--- config.mk ---
export PLATFORM = sky130hd
export DESIGN_NAME = mult_div_seq
export DESIGN_NICKNAME = d
export VERILOG_FILES = /design/src/rtl/mult_div_pkg.sv /design/src/rtl/mult_div_ctrl.sv /design/src/rtl/mult_div_seq.sv
export SDC_FILE = /design/constraint.sdc
export NUM_CORES = 1
export LEC_CHECK = 0
export CORE_MARGIN = 4
export CORE_UTILIZATION = 70
export DETAILED_ROUTE_END_ITERATION = 8
export DONT_BUFFER_PORTS = 1
export MAX_ROUTING_LAYER = met4
export PLACE_DENSITY_LB_ADDON = 0.08
export SLEW_MARGIN = 10
export SYNTH_ARGS = -nofsm -noshare
export SYNTH_HDL_FRONTEND = slang
export SYNTH_SLANG_ARGS = --single-unit
export TNS_END_PERCENT = 20
--- constraint.sdc ---
create_clock -name clk -period 6.7 [get_ports clk]
set_input_delay 0.67 -clock clk [delete_from_list [all_inputs] [get_ports clk]]
set_output_delay 0.67 -clock clk [all_outputs]
set_load 0.03 [all_outputs]
--- src/rtl/mult_div_pkg.sv ---
// mult_div_pkg: shared state encoding and operation codes for mult_div_seq.
//   md_state_t : controller states IDLE, LOAD, ITER, FIX, DONE
//   OP_DIV     : div_mult value selecting divide
//   OP_MUL     : div_mult value selecting multiply
package mult_div_pkg;
    typedef enum logic [2:0] {IDLE, LOAD, ITER, FIX, DONE} md_state_t;
    localparam logic OP_DIV = 1'b0;
    localparam logic OP_MUL = 1'b1;
endpackage

--- src/rtl/mult_div_ctrl.sv ---
// mult_div_ctrl: sequencing FSM and iteration counter for mult_div_seq.
//   clk     in  : clock, rising edge
//   reset_L in  : synchronous active-low reset
//   go      in  : start request, sampled in IDLE; DONE is held while high
//   early   in  : LOAD-time exit request (divide by zero or early overflow)
//   state   out : current FSM state, used by the datapath
//   busy    out : high in LOAD, ITER and FIX
//   done    out : high in DONE
module mult_div_ctrl import mult_div_pkg::*; #(
    parameter int N = 16
) (
    input  logic      clk,
    input  logic      reset_L,
    input  logic      go,
    input  logic      early,
    output md_state_t state,
    output logic      busy,
    output logic      done
);
    localparam int CW = $clog2(N) + 1;
    md_state_t nxt;
    logic [CW-1:0] cnt;
    // Counter runs only in ITER, so leaving LOAD always starts it at zero.
    always_ff @(posedge clk) begin
        if (!reset_L) begin
            state <= IDLE;
            cnt   <= '0;
        end else begin
            state <= nxt;
            cnt   <= (state == ITER) ? cnt + 1'b1 : '0;
        end
    end
    always_comb begin
        nxt  = state;
        busy = 1'b0;
        done = 1'b0;
        case (state)
            IDLE: nxt = go ? LOAD : IDLE;
            LOAD: begin
                busy = 1'b1;
                nxt  = early ? DONE : ITER;
            end
            ITER: begin
                busy = 1'b1;
                nxt  = (cnt == CW'(N - 1)) ? FIX : ITER;
            end
            FIX: begin
                busy = 1'b1;
                nxt  = DONE;
            end
            DONE: begin
                done = 1'b1;
                nxt  = go ? DONE : IDLE;
            end
            default: nxt = IDLE;
        endcase
    end
endmodule

--- src/rtl/mult_div_seq.sv ---
// mult_div_seq: sequential signed multiplier (shift-add) / divider (restoring), one bit per cycle.
//   clk      in  : clock, rising edge
//   reset_L  in  : synchronous active-low reset
//   go       in  : start request, sampled in IDLE
//   div_mult in  : 0 = divide, 1 = multiply (latched with go)
//   ent_2n   in  : 2N-bit signed dividend; low N bits are the multiplicand
//   ent_n    in  : N-bit signed divisor or multiplier
//   sal      out : signed product, or quotient sign-extended to 2N
//   rem      out : signed remainder (0 for multiply)
//   done     out : result valid, held until go is low
//   busy     out : operation in progress
//   dz       out : divide by zero
//   ovf      out : quotient does not fit N signed bits
// Build option MULT_DIV_REM_EN: when defined the remainder register is built,
// otherwise rem is tied to 0.
module mult_div_seq import mult_div_pkg::*; #(
    parameter int N = 16
) (
    input  logic           clk,
    input  logic           reset_L,
    input  logic           go,
    input  logic           div_mult,
    input  logic [2*N-1:0] ent_2n,
    input  logic [N-1:0]   ent_n,
    output logic [2*N-1:0] sal,
    output logic [N-1:0]   rem,
    output logic           done,
    output logic           busy,
    output logic           dz,
    output logic           ovf
);
    md_state_t state;
    logic           op;
    logic [2*N-1:0] a_q;
    logic [N-1:0]   b_q;
    logic           neg;
    logic [N-1:0]   mag_d;
    // acc holds {partial (N+1 bits), low word (N bits)}: for multiply the low
    // word is the multiplier being consumed, for divide the quotient being built.
    logic [2*N:0]   acc;
    logic           mul, a_sign, early_dz, early_ovf, early, ge, late_ovf;
    logic [2*N-1:0] a_ext, mag_a, prod, q_ext, fix_sal;
    logic [N-1:0]   mag_b, q_mag;
    logic [N:0]     mul_sum;
    logic [2*N:0]   mul_next, shl, div_next;

    mult_div_ctrl #(.N(N)) u_ctrl (
        .clk     (clk),
        .reset_L (reset_L),
        .go      (go),
        .early   (early),
        .state   (state),
        .busy    (busy),
        .done    (done)
    );

    always_comb begin
        mul       = (op == OP_MUL);
        a_sign    = mul ? a_q[N-1] : a_q[2*N-1];
        a_ext     = mul ? {{N{a_q[N-1]}}, a_q[N-1:0]} : a_q;
        mag_a     = a_sign ? -a_ext : a_ext;
        mag_b     = b_q[N-1] ? -b_q : b_q;
        early_dz  = !mul && (b_q == '0);
        // Upper half of the dividend magnitude not below the divisor means the
        // quotient cannot fit in N bits at all.
        early_ovf = !mul && (mag_a[2*N-1:N] >= mag_b);
        early     = early_dz || early_ovf;
        mul_sum   = acc[2*N:N] + (acc[0] ? {1'b0, mag_d} : '0);
        mul_next  = {1'b0, mul_sum, acc[N-1:1]};
        shl       = {acc[2*N-1:0], 1'b0};
        ge        = shl[2*N:N] >= {1'b0, mag_d};
        div_next  = ge ? {shl[2*N:N] - {1'b0, mag_d}, shl[N-1:1], 1'b1} : shl;
        prod      = acc[2*N-1:0];
        q_mag     = acc[N-1:0];
        q_ext     = {{N{1'b0}}, q_mag};
        // A negative quotient may reach magnitude 2^(N-1); a positive one may not.
        late_ovf  = neg ? (q_mag > {1'b1, {(N-1){1'b0}}}) : q_mag[N-1];
        fix_sal   = mul ? (neg ? -prod : prod) : (late_ovf ? '0 : (neg ? -q_ext : q_ext));
    end

    always_ff @(posedge clk) begin
        if (!reset_L) begin
            op    <= OP_DIV;
            a_q   <= '0;
            b_q   <= '0;
            neg   <= 1'b0;
            mag_d <= '0;
            acc   <= '0;
            sal   <= '0;
            dz    <= 1'b0;
            ovf   <= 1'b0;
        end else begin
            case (state)
                IDLE: if (go) begin
                    op  <= div_mult;
                    a_q <= ent_2n;
                    b_q <= ent_n;
                end
                LOAD: begin
                    neg   <= a_sign ^ b_q[N-1];
                    mag_d <= mul ? mag_a[N-1:0] : mag_b;
                    acc   <= mul ? {{(N+1){1'b0}}, mag_b} : {1'b0, mag_a};
                    if (early) begin
                        sal <= '0;
                        dz  <= early_dz;
                        ovf <= !early_dz;
                    end
                end
                ITER: acc <= mul ? mul_next : div_next;
                FIX: begin
                    sal <= fix_sal;
                    dz  <= 1'b0;
                    ovf <= !mul && late_ovf;
                end
                default: ;
            endcase
        end
    end

`ifdef MULT_DIV_REM_EN
    logic         sa;
    logic [N-1:0] r_mag;
    assign r_mag = acc[2*N-1:N];
    // Remainder follows the dividend sign.
    always_ff @(posedge clk) begin
        if (!reset_L) begin
            sa  <= 1'b0;
            rem <= '0;
        end else begin
            sa  <= (state == LOAD) ? a_sign : sa;
            rem <= (state == LOAD && early) ? '0 :
                   (state == FIX) ? (mul ? '0 : (sa ? -r_mag : r_mag)) : rem;
        end
    end
`else
    assign rem = '0;
`endif
endmodule

Word-level counts from Yosys, hierarchy flattened
Index checks and enable logic that the tools add are counted.
- register bits: 141
- bits in latches: 0
- RAM bits: 0
- ROM bits: 0
- input port bits: 52
- output and inout bits: 52
- memories kept: 0
- $add $sub $neg: 7
- $mul: 0
- divide/modulo/power cells: 0
- order comparisons: 3
- equal/unequal tests: 6
- shift-type cells: 0
- mux-type cells: 28
- bitwise gates (word level): 1
- reductions and logical operators: 14
- operators by type and width (operator ; number):
    two-way mux 32 bit ; 8
    two-way mux 33 bit ; 2
    one-hot mux 33 bit (2 select lines) ; 1
    negation 32 bit ; 2
    one-hot mux 32 bit (2 select lines) ; 1
    two-way mux 16 bit ; 3
    negation 16 -> 32 bit ; 1
    adder 17 x 16 -> 17 bit ; 1
    >= comparator 17 x 16 -> 1 bit ; 1
    subtractor 17 x 16 -> 17 bit ; 1
    >= comparator 16 bit ; 1
    > comparator 16 bit (second input constant) ; 1
    zero test 16 bit ; 1
    negation 16 bit ; 1
    one-hot mux 3 bit (5 select lines) ; 1
    two-way mux 1 bit ; 8
    equality test 3 x 2 -> 1 bit (second input constant) ; 2
    two-way mux 3 bit ; 2
    AND reduction 2 bit ; 3
    adder 5 x 1 -> 5 bit (second input constant) ; 1
    equality test 5 x 4 -> 1 bit (second input constant) ; 1
    one-hot mux 1 bit (2 select lines) ; 2
    nonzero test 2 bit ; 2
    equality test 3 x 1 -> 1 bit (second input constant) ; 1
    other kinds (8) ; 11

Longest topological paths before layout
- depth after elaboration: 8
- gate-level depth with buffers: 19
- mapped depth without buffers: 17

Cells and area by module
A second synthesis with hierarchy kept.
- cell total of the unflattened synthesis: 1339
- area, all modules: 9942.0 um2
- by module, submodules not included (module ; instances ; cells an instance ; area an instance (um2) ; sequential area each (um2)):
    mult_div_seq ; 1 ; 1304 ; 9620.5 ; 2662.6
    mult_div_ctrl ; 1 ; 35 ; 321.6 ; 160.2

Worst setup path after synthesis
No wires, ideal clock.
- kind: register to register
- start: reg a_q[2]
- end: reg sal[10]
- data arrival time: 4.170 ns
- required time: 6.629 ns
- setup slack: 2.459 ns
- cell stages (with the launch flop): 18
- buffers on the path: 2
- cell sequence: dfxtp_1 > nor4_4 > nand4b_1 > or4_1 > o21bai_1 > nor4_1 > o21ai_1 > xor2_1 > ha_1 > a21o_1 > a21oi_1 > nand3b_1 > a311oi_1 > nor2_1 > nor2_1 > clkbuf_1 > buf_1 > o2bb2ai_1
- cells in the longest elaborated chain, start to end: 8
- ends and longest elaborated chain (element ; RTL line ; source):
    start: declaration ; mult_div_seq.sv:34 ; logic [2*N-1:0] a_q;
    start signal: assignment ; mult_div_seq.sv:96 ; a_q <= ent_2n;
    two-way mux 32 bit ; mult_div_seq.sv:60 ; a_ext = mul ? {{N{a_q[N-1]}}, a_q[N-1:0]} : a_q;
    negation 32 bit ; mult_div_seq.sv:61 ; mag_a = a_sign ? -a_ext : a_ext;
    two-way mux 32 bit ; mult_div_seq.sv:61 ;
    >= comparator 16 bit ; mult_div_seq.sv:66 ; early_ovf = !mul && (mag_a[2*N-1:N] >= mag_b);
    logical AND 1 bit ; mult_div_seq.sv:66 ;
    logical OR 1 bit ; mult_div_seq.sv:67 ; early = early_dz || early_ovf;
    inequality test 2 x 1 -> 1 bit (no line) ; - ;
    AND reduction 2 bit (no line) ; - ;
    end signal: assignment ; mult_div_seq.sv:111 ; sal <= fix_sal;
    end: declaration ; mult_div_seq.sv:25 ; output logic [2*N-1:0] sal,
No other way between the ends.
A chain may end at the register's enable or synchronous reset.

Worst setup path in the final report
- start: reg a_q[6]
- end: reg sal[23]
The elaborated chain is that of the path after synthesis.

==> impl_metrics.json <==
{
  "status": "finished clean",
  "p_leak_nw": 4.029,
  "die_h_um": 126.2,
  "worstPathArrival_ns": 5.70,
  "synth_top_area_share_pct": 28.86,
  "critPathLaunchType": "flip-flop",
  "crit_top_cell": "nor4_1",
  "r2r_slack_ns": 1.37,
  "ys_warn_count": 0,
  "synthesis.area_um2": 9779,
  "grt_overflow": 0,
  "min_path_type": "in2reg",
  "slew_violations": 0,
  "portBuffers": 0,
  "clock.fmax_ghz": 0.1878,
  "dp_hpwl_mm": 20.45,
  "finalHoldViolations": 0,
  "fin_crit_sh_pct": 79.50,
  "synth_area_per_cell_um2": 7.604,
  "gp_congestion": 0.9963,
  "hold_path_end": "u_ctrl.state[0]$_SDFF_PN0_",
  "cts-root-buf": "clkbuf_16",
  "ys.flop_type": "dfxtp_1",
  "cpPeakStageDelay_ns": 0.90,
  "io_pins": 104,
  "worst_pin_slew_ns": 1.123,
  "postCtsSetupRepairBufs": 0,
  "grtUsageTotal_pct": 35.78,
  "antenna_left": 0,
  "vias_per_cell": 6.536,
  "routed_wl_mm": 27.85,
  "cp_slowest_cell": "nor2_2",
  "post_dp_cell_area_um2": 9737,
  "crit_fanout": 29,
  "final_net_count": 1349,
  "worstHoldPathCells": 2,
  "ff2ff_path_depth": 15,
  "worstPathCellList": "nor4_1 -> nand4b_1 -> or4_1 -> o21bai_1 -> nor4_1 -> o21ai_1 -> xor2_1 -> ha_1 -> a21o_1 -> a21oi_1 -> nand3b_1 -> a311oi_1 -> nor2_1 -> nor2_2 -> a22o_1",
  "core_area_um2": 13450,
  "synthTopCellsByArea": "dfxtp_1, nand2_1, ha_1",
  "initial_utilization_pct": 72.69,
  "dr.pass1.iters": 5,
  "r2r_end": "sal[23]$_SDFFE_PN0P_",
  "clock_path_buffers": 2,
  "power-per-cell-area_nw_per_um2": 398.2,
  "layout-drive-gt1-share_pct": 5.423,
  "grt_pass1_vias": 8704,
  "synth.ff_latch_count": 141,
  "grt_max_degree": 80,
  "ctsHoldBuffers": 0,
  "cts_buffers": 17,
  "ys_types": 79,
  "path_clk_slew_ns": 0.06,
  "design_area_um2": 10340,
  "min_from": "reset_L",
  "cts_sinks": 141,
  "areaGrowthSynthToFinish_pct": 5.706,
  "synth_edf_count": 0,
  "num_vias": 9353,
  "fp.dieW_um": 126.2,
  "grt_pass1_wl_mm": 45.19,
  "htree_levels": 4,
  "cts_tree": "yes",
  "ys_seq_area_share_pct": 28.86,
  "rsz0062_at_grt": "no",
  "synth_common_cells": "nand2_1, dfxtp_1, a21oi_1, nor2_1, clkbuf_1",
  "maxSlewHeadroom_pct": 25.07,
  "worstSetupPathType": "reg2reg",
  "setup_viol_count_final": 0,
  "clk_latency_ns": 0.44,
  "async_flop_share_pct": 0,
  "drc": 0,
  "wl_per_cell_um": 19.46,
  "critPathCaptureType": "flip-flop",
  "antenna_found_initial": 1,
  "yosysTopAreaCell": "dfxtp_1",
  "final_util_pct": 76.84,
  "cts_resized": 0,
  "syn-instance-count": 1286,
  "setup-tns-final_ns": 0,
  "period_needed_ns": 5.326,
  "skew_ns": 0.007391,
  "cp_data_required_time_ns": 7.07,
  "first_iter_violations": 911,
  "dieArea_um2": 15930,
  "num_rows": 42,
  "synth.most_common_cell": "nand2_1",
  "max_cap_violations": 0,
  "r2r-start": "a_q[6]$_SDFFE_PN0P_",
  "ir_drop_uv": 243.6
}
## cells by family (layout without fill, tap and decap cells)
kind of cell	Yosys count	in the layout	share of synthesized area [%]
and+or+nand+nor	452	452	21.11
AOI/OAI and AO/OA	382	382	25.45
DFF	141	141	28.86
buffers and inverters	136	89	5.949
xor gates and xnor gates	93	93	8.406
adders and majority gates	56	56	7.318
muxes	25	25	2.866
other	1	17	0.03835
## placed cells by master (no fill, tap or decap), drive strengths merged, types with 12 or more instances in the layout
master,n
a211oi,28
o211ai,19
o2bb2ai,17
mux2i,19
dfxtp,141
xnor2,41
inv,52
nor3,24
xor2,52
nand2b,22
a21oi,128
ha,54
a21o,14
o31ai,18
a22o,12
nor4,12
o21ai,67
nand2,190
nand3,25
conb,16
clkbuf,19
nor2,120
## per-stage QoR
step | instances | hold WS, ns | setup WS (ns) | power [W]
after global routing | 1431 | 0.3615 | 1.056 | 0.004379
after CTS | 1430 | 0.3562 | 1.493 | 0.004060
after floorplan | 1301 | 0.4176 | 2.459 | 0.002623
after global placement | 1398 | 0.4287 | 1.668 | 0.003062
final | 1431 | 0.3518 | 1.374 | 0.004117
after detailed placement | 1398 | 0.4477 | 1.524 | 0.003086
## how the worst max path moves through the flow
stage / startpoint / to / slack [ns]
after floorplan: a_q[2]$_SDFFE_PN0P_ / sal[10]$_SDFFE_PN0P_ / 2.46
after global placement: a_q[2]$_SDFFE_PN0P_ / sal[24]$_SDFFE_PN0P_ / 1.67
after detailed placement: a_q[6]$_SDFFE_PN0P_ / sal[20]$_SDFFE_PN0P_ / 1.52
after CTS: a_q[6]$_SDFFE_PN0P_ / sal[23]$_SDFFE_PN0P_ / 1.49
after global routing: a_q[6]$_SDFFE_PN0P_ / sal[23]$_SDFFE_PN0P_ / 1.06
final: a_q[6]$_SDFFE_PN0P_ / sal[23]$_SDFFE_PN0P_ / 1.37
## report_power, final
part           switching, W  total (W)  leakage [nW]  internal (W)
Combinational       0.00125    0.00202          2.59      0.000768
Clock              0.000397   0.000964         0.288      0.000567
Sequential         0.000197    0.00114          1.15      0.000940
## metal layers
layer  wire (um)  GRT usage (%)  share of wire [%]
met1       11960          47.29                 43
met2       12240          52.68                 44
met3        2541          8.679                9.1
met4        1112          14.51                4.0
met5           0              -                  0
## layout make-up
cell class	instances	area [um2]
inverters	47	176.4
well taps	176	220.2
diodes	1	2.502
multi-input cells	1024	6439
clock inverters	13	155.1
repair buffers	10	75.07
flip-flops and latches	141	2826
fillers	1062	3115
clock buffers	19	442.9
## worst max-delay path, delay by kind of cell (launching register included)
| kind | cells | cell delay [ns] |
|---|---|---|
| compound gates | 6 | 1.58 |
| simple gates | 7 | 2.82 |
| xor+xnor | 1 | 0.18 |
| fa+ha+maj | 1 | 0.32 |
| flops | 1 | 0.36 |
## registers in the layout, indices dropped and copies added, names as in the netlist
| register | cells |
|---|---|
| u_ctrl.cnt | 5 |
| mul | 1 |
| ovf | 1 |
| neg | 1 |
| sal | 32 |
| dz | 1 |
| u_ctrl.state | 3 |
| b_q | 16 |
| mag_d | 16 |
| acc | 33 |
| a_q | 32 |
No activity file was read; power rests on OpenSTA's default activity.
